`src/rtl/vga_text_ctrl.sv`:
```
// vga_text_ctrl: text-mode controller for a 40x24 character VGA terminal.
//
// Display side: turns the timing generator's (h_cnt, v_cnt) into a video-RAM
// read address, substitutes the blinking cursor glyph, and feeds the font ROM
// with character/pixel/line.
// Everything is pipeline-aligned so that pix_out and de_out appear 3 cycles
// after the pixel position was presented.
// The screen scrolls through a circular top-row pointer: logical row r lives in
// physical row (top_row + r) mod ROWS.
//
// Write side: accepts terminal characters (char_in/char_valid/char_ready) and
// handles printable writes, CR, auto-wrap and scroll. Scrolling clears the new
// bottom line, and clear_req clears the whole screen. All video-RAM writes are
// one cell per cycle.
//
// Ports:
//   clk, rst                      pixel clock, synchronous active-high reset
//   h_cnt, v_cnt, active          pixel position / visible-area flag
//   frame_tick                    one pulse per frame (cursor blink timebase)
//   vram_raddr, vram_rdata        display read port (sync RAM, 1-cycle latency)
//   font_character/pixel/line     font ROM inputs
//   font_out                      font ROM pixel (1-cycle latency)
//   pix_out, de_out               final pixel and its data-enable
//   vram_waddr/wdata/we           video-RAM write port
//   char_in, char_valid           ASCII character from terminal
//   char_ready                    character accepted this cycle when valid
//   clear_req                     pulse: clear the whole screen
module vga_text_ctrl #(
    parameter int COLS         = 40,
    parameter int ROWS         = 24,
    parameter int BLINK_FRAMES = 30
) (
    input  logic       clk,
    input  logic       rst,
    input  logic [9:0] h_cnt,
    input  logic [9:0] v_cnt,
    input  logic       active,
    input  logic       frame_tick,
    output logic [9:0] vram_raddr,
    input  logic [5:0] vram_rdata,
    output logic [5:0] font_character,
    output logic [3:0] font_pixel,
    output logic [4:0] font_line,
    input  logic       font_out,
    output logic       pix_out,
    output logic       de_out,
    output logic [9:0] vram_waddr,
    output logic [5:0] vram_wdata,
    output logic       vram_we,
    input  logic [6:0] char_in,
    input  logic       char_valid,
    output logic       char_ready,
    input  logic       clear_req
);

    localparam int FONT_H = 20;
    localparam int CELLS  = COLS * ROWS;
    localparam int BW     = $clog2(BLINK_FRAMES + 1);
    localparam int STAGES = 3;

    typedef enum logic [1:0] {IDLE, WRITE, CLR_LINE, CLR_ALL} state_t;

    state_t     state, state_n;
    logic [5:0] cur_col, cur_col_n;
    logic [4:0] cur_row, cur_row_n;
    logic [4:0] top_row, top_row_n;
    logic [9:0] cnt, cnt_n;
    logic       clear_pend, clear_pend_n;
    logic [5:0] wcode, wcode_n;
    logic [BW-1:0] blink_cnt;
    logic       blink_ph;

    // ---------------- display pipeline ----------------
    logic [5:0] d_col, d_lrow;
    logic [4:0] d_line, d_prow;
    logic [6:0] d_sum;
    logic [4:0] line_s1;
    logic [3:0] pix_s1;
    logic       hit_s1, hit_s2;
    logic [STAGES:1] vld_pipe;

    always_comb begin
        d_col  = h_cnt[9:4];
        d_lrow = 6'(v_cnt / 10'(FONT_H));
        d_line = 5'(v_cnt % 10'(FONT_H));
        // lrow can exceed ROWS during blanking, so use a true modulo here
        d_sum  = 7'(top_row) + 7'(d_lrow);
        d_prow = 5'(d_sum % 7'(ROWS));
    end

    always_ff @(posedge clk) begin
        if (rst) begin
            vram_raddr <= '0;
            line_s1    <= '0;
            pix_s1     <= '0;
            hit_s1     <= 1'b0;
            hit_s2     <= 1'b0;
            font_line  <= '0;
            font_pixel <= '0;
            vld_pipe   <= '0;
        end else begin
            vram_raddr <= 10'(d_prow) * 10'(COLS) + 10'(d_col);
            line_s1    <= d_line;
            pix_s1     <= h_cnt[3:0];
            // cursor compare is in logical coordinates, independent of scroll
            hit_s1     <= blink_ph && (d_col == cur_col) && (d_lrow == 6'(cur_row));
            hit_s2     <= hit_s1;
            font_line  <= line_s1;
            font_pixel <= pix_s1;
            vld_pipe   <= {vld_pipe[STAGES-1:1], active};
        end
    end

    // RAM data arrives in stage 2, so the cursor mux sits after the RAM
    assign font_character = (rst || hit_s2) ? 6'h00 : vram_rdata;
    assign de_out         = vld_pipe[STAGES];
    assign pix_out        = font_out & de_out & ~rst;

    // ---------------- cursor blink ----------------
    always_ff @(posedge clk) begin
        if (rst) begin
            blink_cnt <= '0;
            blink_ph  <= 1'b1;
        end else if (frame_tick) begin
            if (blink_cnt == BW'(BLINK_FRAMES - 1)) begin
                blink_cnt <= '0;
                blink_ph  <= ~blink_ph;
            end else begin
                blink_cnt <= blink_cnt + 1'b1;
            end
        end
    end

    // ---------------- write FSM ----------------
    logic [5:0] w_sum;
    logic [4:0] w_prow;
    logic [9:0] w_base;
    logic       newline;

    always_comb begin
        w_sum  = 6'(top_row) + 6'(cur_row);
        w_prow = (w_sum >= 6'(ROWS)) ? 5'(w_sum - 6'(ROWS)) : 5'(w_sum);
        w_base = 10'(w_prow) * 10'(COLS);
    end

    always_ff @(posedge clk) begin
        if (rst) begin
            state      <= CLR_ALL;
            cur_col    <= '0;
            cur_row    <= '0;
            top_row    <= '0;
            cnt        <= '0;
            clear_pend <= 1'b0;
            wcode      <= '0;
        end else begin
            state      <= state_n;
            cur_col    <= cur_col_n;
            cur_row    <= cur_row_n;
            top_row    <= top_row_n;
            cnt        <= cnt_n;
            clear_pend <= clear_pend_n;
            wcode      <= wcode_n;
        end
    end

    always_comb begin
        state_n      = state;
        cur_col_n    = cur_col;
        cur_row_n    = cur_row;
        top_row_n    = top_row;
        cnt_n        = cnt;
        wcode_n      = wcode;
        // a request arriving during a full clear is absorbed by that clear
        clear_pend_n = clear_pend | (clear_req & (state != CLR_ALL));
        newline      = 1'b0;
        vram_we      = 1'b0;
        vram_waddr   = '0;
        vram_wdata   = '0;
        char_ready   = 1'b0;

        case (state)
            IDLE: begin
                char_ready = ~clear_pend & ~clear_req;
                if (clear_pend | clear_req) begin
                    state_n      = CLR_ALL;
                    cnt_n        = '0;
                    clear_pend_n = 1'b0;
                end else if (char_valid) begin
                    if (char_in == 7'h0D) begin
                        newline = 1'b1;
                    end else if (char_in >= 7'h20 && char_in <= 7'h5F) begin
                        wcode_n = char_in[5:0];
                        state_n = WRITE;
                    end else if (char_in >= 7'h60) begin
                        wcode_n = 6'(char_in - 7'h20);
                        state_n = WRITE;
                    end
                    // anything else is swallowed without effect
                end
            end
            WRITE: begin
                vram_we    = 1'b1;
                vram_waddr = w_base + 10'(cur_col);
                vram_wdata = wcode;
                if (cur_col < 6'(COLS - 1)) begin
                    cur_col_n = cur_col + 1'b1;
                    state_n   = IDLE;
                end else begin
                    newline = 1'b1;
                end
            end
            CLR_LINE: begin
                // top_row already advanced, so w_base is the new bottom row
                vram_we    = 1'b1;
                vram_waddr = w_base + cnt;
                vram_wdata = 6'h20;
                if (cnt == 10'(COLS - 1)) begin
                    cnt_n   = '0;
                    state_n = IDLE;
                end else begin
                    cnt_n = cnt + 1'b1;
                end
            end
            CLR_ALL: begin
                vram_we    = 1'b1;
                vram_waddr = cnt;
                vram_wdata = 6'h20;
                if (cnt == 10'(CELLS - 1)) begin
                    cnt_n     = '0;
                    cur_col_n = '0;
                    cur_row_n = '0;
                    top_row_n = '0;
                    state_n   = IDLE;
                end else begin
                    cnt_n = cnt + 1'b1;
                end
            end
            default: state_n = CLR_ALL;
        endcase

        if (newline) begin
            cur_col_n = '0;
            if (cur_row < 5'(ROWS - 1)) begin
                cur_row_n = cur_row + 1'b1;
                state_n   = IDLE;
            end else begin
                top_row_n = (top_row == 5'(ROWS - 1)) ? 5'd0 : top_row + 1'b1;
                cnt_n     = '0;
                state_n   = CLR_LINE;
            end
        end

        if (rst) begin
            vram_we    = 1'b0;
            vram_waddr = '0;
            vram_wdata = '0;
            char_ready = 1'b0;
        end
    end

endmodule

```
`config.mk`:
```
export PLATFORM = sky130hd
export DESIGN_NAME = vga_text_ctrl
export DESIGN_NICKNAME = d
export VERILOG_FILES = /design/src/rtl/vga_text_ctrl.sv
export SDC_FILE = /design/constraint.sdc
export NUM_CORES = 1
export LEC_CHECK = 0
export BUFFER_PORTS_ARGS = -buffer_cell sky130_fd_sc_hd__buf_4
export CORE_UTILIZATION = 52
export DETAILED_ROUTE_END_ITERATION = 8
export PLACE_DENSITY = 0.77
export SYNTH_ARGS = -nofsm -noshare
export SYNTH_HDL_FRONTEND = slang
export SYNTH_SLANG_ARGS = --single-unit
export TNS_END_PERCENT = 100
```
`constraint.sdc`:
```
create_clock -name clk -period 7.3 [get_ports clk]
set_clock_uncertainty 0.2 [all_clocks]
set_input_delay 1.825 -clock clk [delete_from_list [all_inputs] [get_ports clk]]
set_output_delay 1.825 -clock clk [all_outputs]
set_load 0.02 [all_outputs]
```
==> impl_metrics.prom <==
# TYPE chip_impl_metric gauge
chip_impl_info{name="status",value="finished with violations"} 1
chip_impl_info{name="failing_checks",value="setup timing"} 1
chip_impl_metric{name="antennaDiodeCount",unit=""} 0
chip_impl_metric{name="dp_worst_setup_slack",unit="ps"} -364
chip_impl_metric{name="postLayoutSetupSlackWorst",unit="ps"} -54.6
chip_impl_info{name="cts_tree",value="done"} 1
chip_impl_metric{name="initial_utilization",unit="%"} 53.8
chip_impl_metric{name="cts_inserted_buffers",unit=""} 9
chip_impl_info{name="crit_slowest_cell",value="sky130_fd_sc_hd__or4b_4"} 1
chip_impl_metric{name="leakagePower",unit="nW"} 2.98
chip_impl_metric{name="dieWidth",unit="um"} 103
chip_impl_metric{name="worst_max_slew_pin_slew",unit="ps"} 932
chip_impl_metric{name="post_synth.cell_area_avg",unit="um2"} 8.06
chip_impl_metric{name="synth-seq-cells",unit=""} 74
chip_impl_metric{name="clk-insertion-delay-late",unit="ps"} 350
chip_impl_metric{name="final_antenna_net_count",unit=""} 0
chip_impl_metric{name="final-setup-viol-count",unit=""} 1
chip_impl_metric{name="die_footprint",unit="mm2"} 0.0105
chip_impl_metric{name="fin_setup_tns",unit="ps"} -54.6
chip_impl_metric{name="power_report.internal_total",unit="mW"} 0.759
chip_impl_metric{name="slew-limit-headroom",unit="%"} 37.8
chip_impl_metric{name="total_area_of_multi_input_combinational_cells",unit="mm2"} 0.00365
chip_impl_metric{name="vias",unit=""} 5114
chip_impl_metric{name="dp_hpwl",unit="mm"} 9.76
chip_impl_metric{name="drt-initial-drc-count",unit=""} 150
chip_impl_metric{name="p_comb_share",unit="%"} 30.2
chip_impl_metric{name="number_of_vias_per_cell_after_detailed_routing",unit=""} 5.71
chip_impl_metric{name="fin_util",unit="%"} 67.1
chip_impl_metric{name="clock_path_buffers",unit=""} 2
chip_impl_info{name="synth_top_area_cell",value="sky130_fd_sc_hd__dfxtp_1"} 1
chip_impl_info{name="grt_setup_unrepaired",value="yes"} 1
chip_impl_info{name="critical_path.most_common_cell",value="sky130_fd_sc_hd__buf_4"} 1
chip_impl_metric{name="grt_antenna_before_repair",unit=""} 0
chip_impl_metric{name="synthesis.nets",unit=""} 735
chip_impl_metric{name="grt_pass1_wl",unit="mm"} 20.7
chip_impl_metric{name="clock_tree.htree_level_count",unit=""} 3
chip_impl_metric{name="remaining_drc_errors",unit=""} 0
chip_impl_metric{name="io_pins",unit=""} 85
chip_impl_metric{name="synth_cell_types",unit=""} 67
chip_impl_metric{name="switching_share",unit="%"} 31.1
chip_impl_metric{name="chipHeight",unit="um"} 103
chip_impl_metric{name="finalWorstPathRequiredPeriod",unit="ps"} 7350
chip_impl_metric{name="gr-total-overflow",unit=""} 0
chip_impl_metric{name="maximum_fanout_encountered_on_the_critical_timing_path",unit=""} 6
chip_impl_metric{name="placement.io_buffers",unit=""} 84
chip_impl_metric{name="vias_in_the_first_global_route",unit=""} 4625
chip_impl_metric{name="ys_seq_area_share",unit="%"} 28.2
chip_impl_metric{name="postSynth.asyncResetShare",unit="%"} 0
chip_impl_metric{name="switching_power",unit="mW"} 0.342
chip_impl_info{name="cts_root_buf",value="sky130_fd_sc_hd__clkbuf_8"} 1
chip_impl_metric{name="synth-edff-count",unit=""} 0
chip_impl_metric{name="core.rowCount",unit=""} 36
chip_impl_metric{name="synth_top_area_share",unit="%"} 28.2
chip_impl_metric{name="finalHoldViolCount",unit=""} 0
chip_impl_metric{name="number_of_optimization_iterations_in_the_first_detailed_route_pass",unit=""} 4
chip_impl_metric{name="timing_max_transition_violations_final",unit=""} 0
chip_impl_metric{name="placer_s_final_routability_congestion_estimate",unit=""} 0.862
chip_impl_metric{name="power.share.sequential",unit="%"} 39.7
chip_impl_metric{name="finalNetCount",unit=""} 841
chip_impl_metric{name="yosys_warnings",unit=""} 0
chip_impl_metric{name="total_power_of_the_final_layout",unit="mW"} 1.10
chip_impl_metric{name="grt_start_max_net_pins",unit=""} 62
chip_impl_info{name="synth.top_cells.by_area",value="sky130_fd_sc_hd__dfxtp_1, sky130_fd_sc_hd__ha_1, sky130_fd_sc_hd__nor2_1"} 1
chip_impl_metric{name="fin_crit_sh",unit="%"} 101
chip_impl_info{name="synth_flop_cell",value="sky130_fd_sc_hd__dfxtp_1"} 1
chip_impl_metric{name="wl_per_cell",unit="um"} 14.6
chip_impl_info{name="critPathLaunchType",value="input pin"} 1
chip_impl_metric{name="synthToLayoutAreaGrowth",unit="%"} 24.9
chip_impl_metric{name="timing.reg2reg.setup_slack",unit="ps"} 2940
chip_impl_metric{name="timing.critical_path.required",unit="ps"} 7320
chip_impl_metric{name="cts_sinks",unit=""} 74
chip_impl_metric{name="power.share.clock",unit="%"} 30.1
chip_impl_metric{name="cts_hold_buffers_added",unit=""} 0
chip_impl_info{name="worst-setup-path-type",value="input pin to register"} 1
chip_impl_metric{name="cap_violations",unit=""} 0
chip_impl_info{name="hold_path.class",value="register to register"} 1
chip_impl_metric{name="power.ir.vdd_worst",unit="V"} 0.000112
chip_impl_metric{name="drive_gt1_share",unit="%"} 24.1
chip_impl_metric{name="clock.fmax",unit="MHz"} 136
chip_impl_metric{name="clk_pin_slew_worst_paths",unit="ps"} 80
chip_impl_metric{name="crit_path_max_incr_delay",unit="ps"} 530
chip_impl_metric{name="groute.usage.overall",unit="%"} 24.7
chip_impl_metric{name="nFillCells",unit=""} 790
chip_impl_metric{name="worst_ep_arrival_time",unit="ps"} 7380
chip_impl_metric{name="power.density",unit="mW/mm2"} 168
chip_impl_metric{name="wirelength",unit="mm"} 13.1
chip_impl_metric{name="netlist_instances",unit=""} 652
chip_impl_metric{name="area.sequential",unit="mm2"} 0.00148
chip_impl_info{name="critPathCaptureType",value="register"} 1
chip_impl_metric{name="core_footprint",unit="mm2"} 0.00977
chip_impl_metric{name="netlist_area",unit="mm2"} 0.00525
-- kinds of logic after synthesis --
group / synth area share, %
AOI/OAI and AO/OA: 19.2
xor gates and xnor gates: 7.50
adders and majority gates: 11.1
buffers and inverters: 4.22
DFF: 28.2
muxes: 3.45
and+or+nand+nor: 26.3
-- critical path: cells and delay by family --
family          cells  cell delay (ps)
xor+xnor            2              350
simple gates        7             1650
compound gates     12             1950
buf+inv             3              410
fa+ha+maj           4             1190
-- through the flow --
step	hold WS, ps	instance area [um2]	std cells
after floorplan	214	5290	652
after global placement	218	6230	874
after detailed placement	220	6230	874
after CTS	240	6440	890
after global routing	257	6560	896
final	239	6560	896
-- synth_stat cells, drive strengths merged, types with 2 or more instances --
library cell	instances
nor2	76
dfxtp	74
a21oi	46
nand2	42
ha	37
nor2b	37
o21ai	32
clkbuf	29
xnor2	25
xor2	20
inv	19
nand3	19
and2	15
a21o	14
nand4	13
and3	12
mux2i	11
nand2b	11
nor3	11
o211ai	9
nor4	7
or3	7
buf	6
fa	6
mux2	6
a211oi	5
a22oi	5
a31oi	5
o21a	5
o31ai	4
a32o	3
nand3b	3
nor3b	3
o211a	3
o21bai	3
or2	3
a221o	2
nor4b	2
o221ai	2
o311ai	2
or4b	2
-- what timing repair did --
item,in CTS,in global routing
endpoints found under the hold margin,0,0
resized for setup,0,20
endpoints found under the setup margin,0,2
buffers inserted,0,5
-- routing by layer --
layer | vias up | global-route usage, % | wire length [um]
li1 | 2530 | - | -
met1 | 2409 | 29.7 | 5720
met2 | 150 | 44.2 | 6470
met3 | 25 | 3.86 | 645
met4 | 0 | 9.23 | 235
met5 | - | 0 | 0
-- cell usage in the layout (no fill, tap or decap), types with 6 or more instances in the layout --
cell type                  instances
sky130_fd_sc_hd__and3_1           12
sky130_fd_sc_hd__ha_1             35
sky130_fd_sc_hd__inv_1            18
sky130_fd_sc_hd__o211ai_1          8
sky130_fd_sc_hd__nand2_1          41
sky130_fd_sc_hd__clkbuf_8         10
sky130_fd_sc_hd__a21o_1           14
sky130_fd_sc_hd__buf_4           127
sky130_fd_sc_hd__nor2b_1          35
sky130_fd_sc_hd__nor2_1           76
sky130_fd_sc_hd__mux2i_1           9
sky130_fd_sc_hd__o21ai_0          27
sky130_fd_sc_hd__dfxtp_1          74
sky130_fd_sc_hd__or3_1             7
sky130_fd_sc_hd__nand3_1          17
sky130_fd_sc_hd__nand2b_1         11
sky130_fd_sc_hd__nor4_1            7
sky130_fd_sc_hd__xor2_1           20
sky130_fd_sc_hd__xnor2_1          24
sky130_fd_sc_hd__and2_1           14
sky130_fd_sc_hd__nand4_1          13
sky130_fd_sc_hd__mux2_2            6
sky130_fd_sc_hd__nor3_1            9
sky130_fd_sc_hd__a21oi_1          44
-- power by group through the flow --
| stage | sequential, mW | clock (mW) | combinational [mW] |
|---|---|---|---|
| floorplan | 0.467 | 0 | 0.183 |
| global placement | 0.446 | 0 | 0.307 |
| detailed placement | 0.446 | 0 | 0.317 |
| CTS | 0.437 | 0.335 | 0.319 |
| global route | 0.440 | 0.353 | 0.363 |
| finish | 0.437 | 0.332 | 0.333 |
-- state kept, by name, summed over array words and instances (netlist names) --
name	count
vram_raddr	10
wcode	6
pix_s1	4
vld_pipe	3
line_s1	5
font_pixel	4
blink_cnt	5
cur_col	6
cnt	10
cur_row	5
state	2
blink_ph	1
hit_s2	1
hit_s1	1
top_row	5
font_line	5
clear_pend	1
-- layout make-up --
type,count,area share (%)
Inverter,19,1.09
Clock inverter,6,1.11
Multi-Input combinational cell,524,55.6
Clock buffer,10,2.10
Tap cell,133,2.54
Timing Repair Buffer,130,15.0
Sequential cell,74,22.6
-- path summary, 6_finish.rpt --
path                              start                  endpoint  depth (start not counted)
setup reg to reg  top_row[1]$_SDFF_PP0_  vram_raddr[9]$_SDFF_PP0_                         19
hold / removal     pix_s1[0]$_SDFF_PP0_  font_pixel[0]$_SDFF_PP0_                          1
setup / recovery               v_cnt[6]  vram_raddr[9]$_SDFF_PP0_                         28
hold reg to reg    pix_s1[0]$_SDFF_PP0_  font_pixel[0]$_SDFF_PP0_                          1
Power figures use the tool's default switching activity.
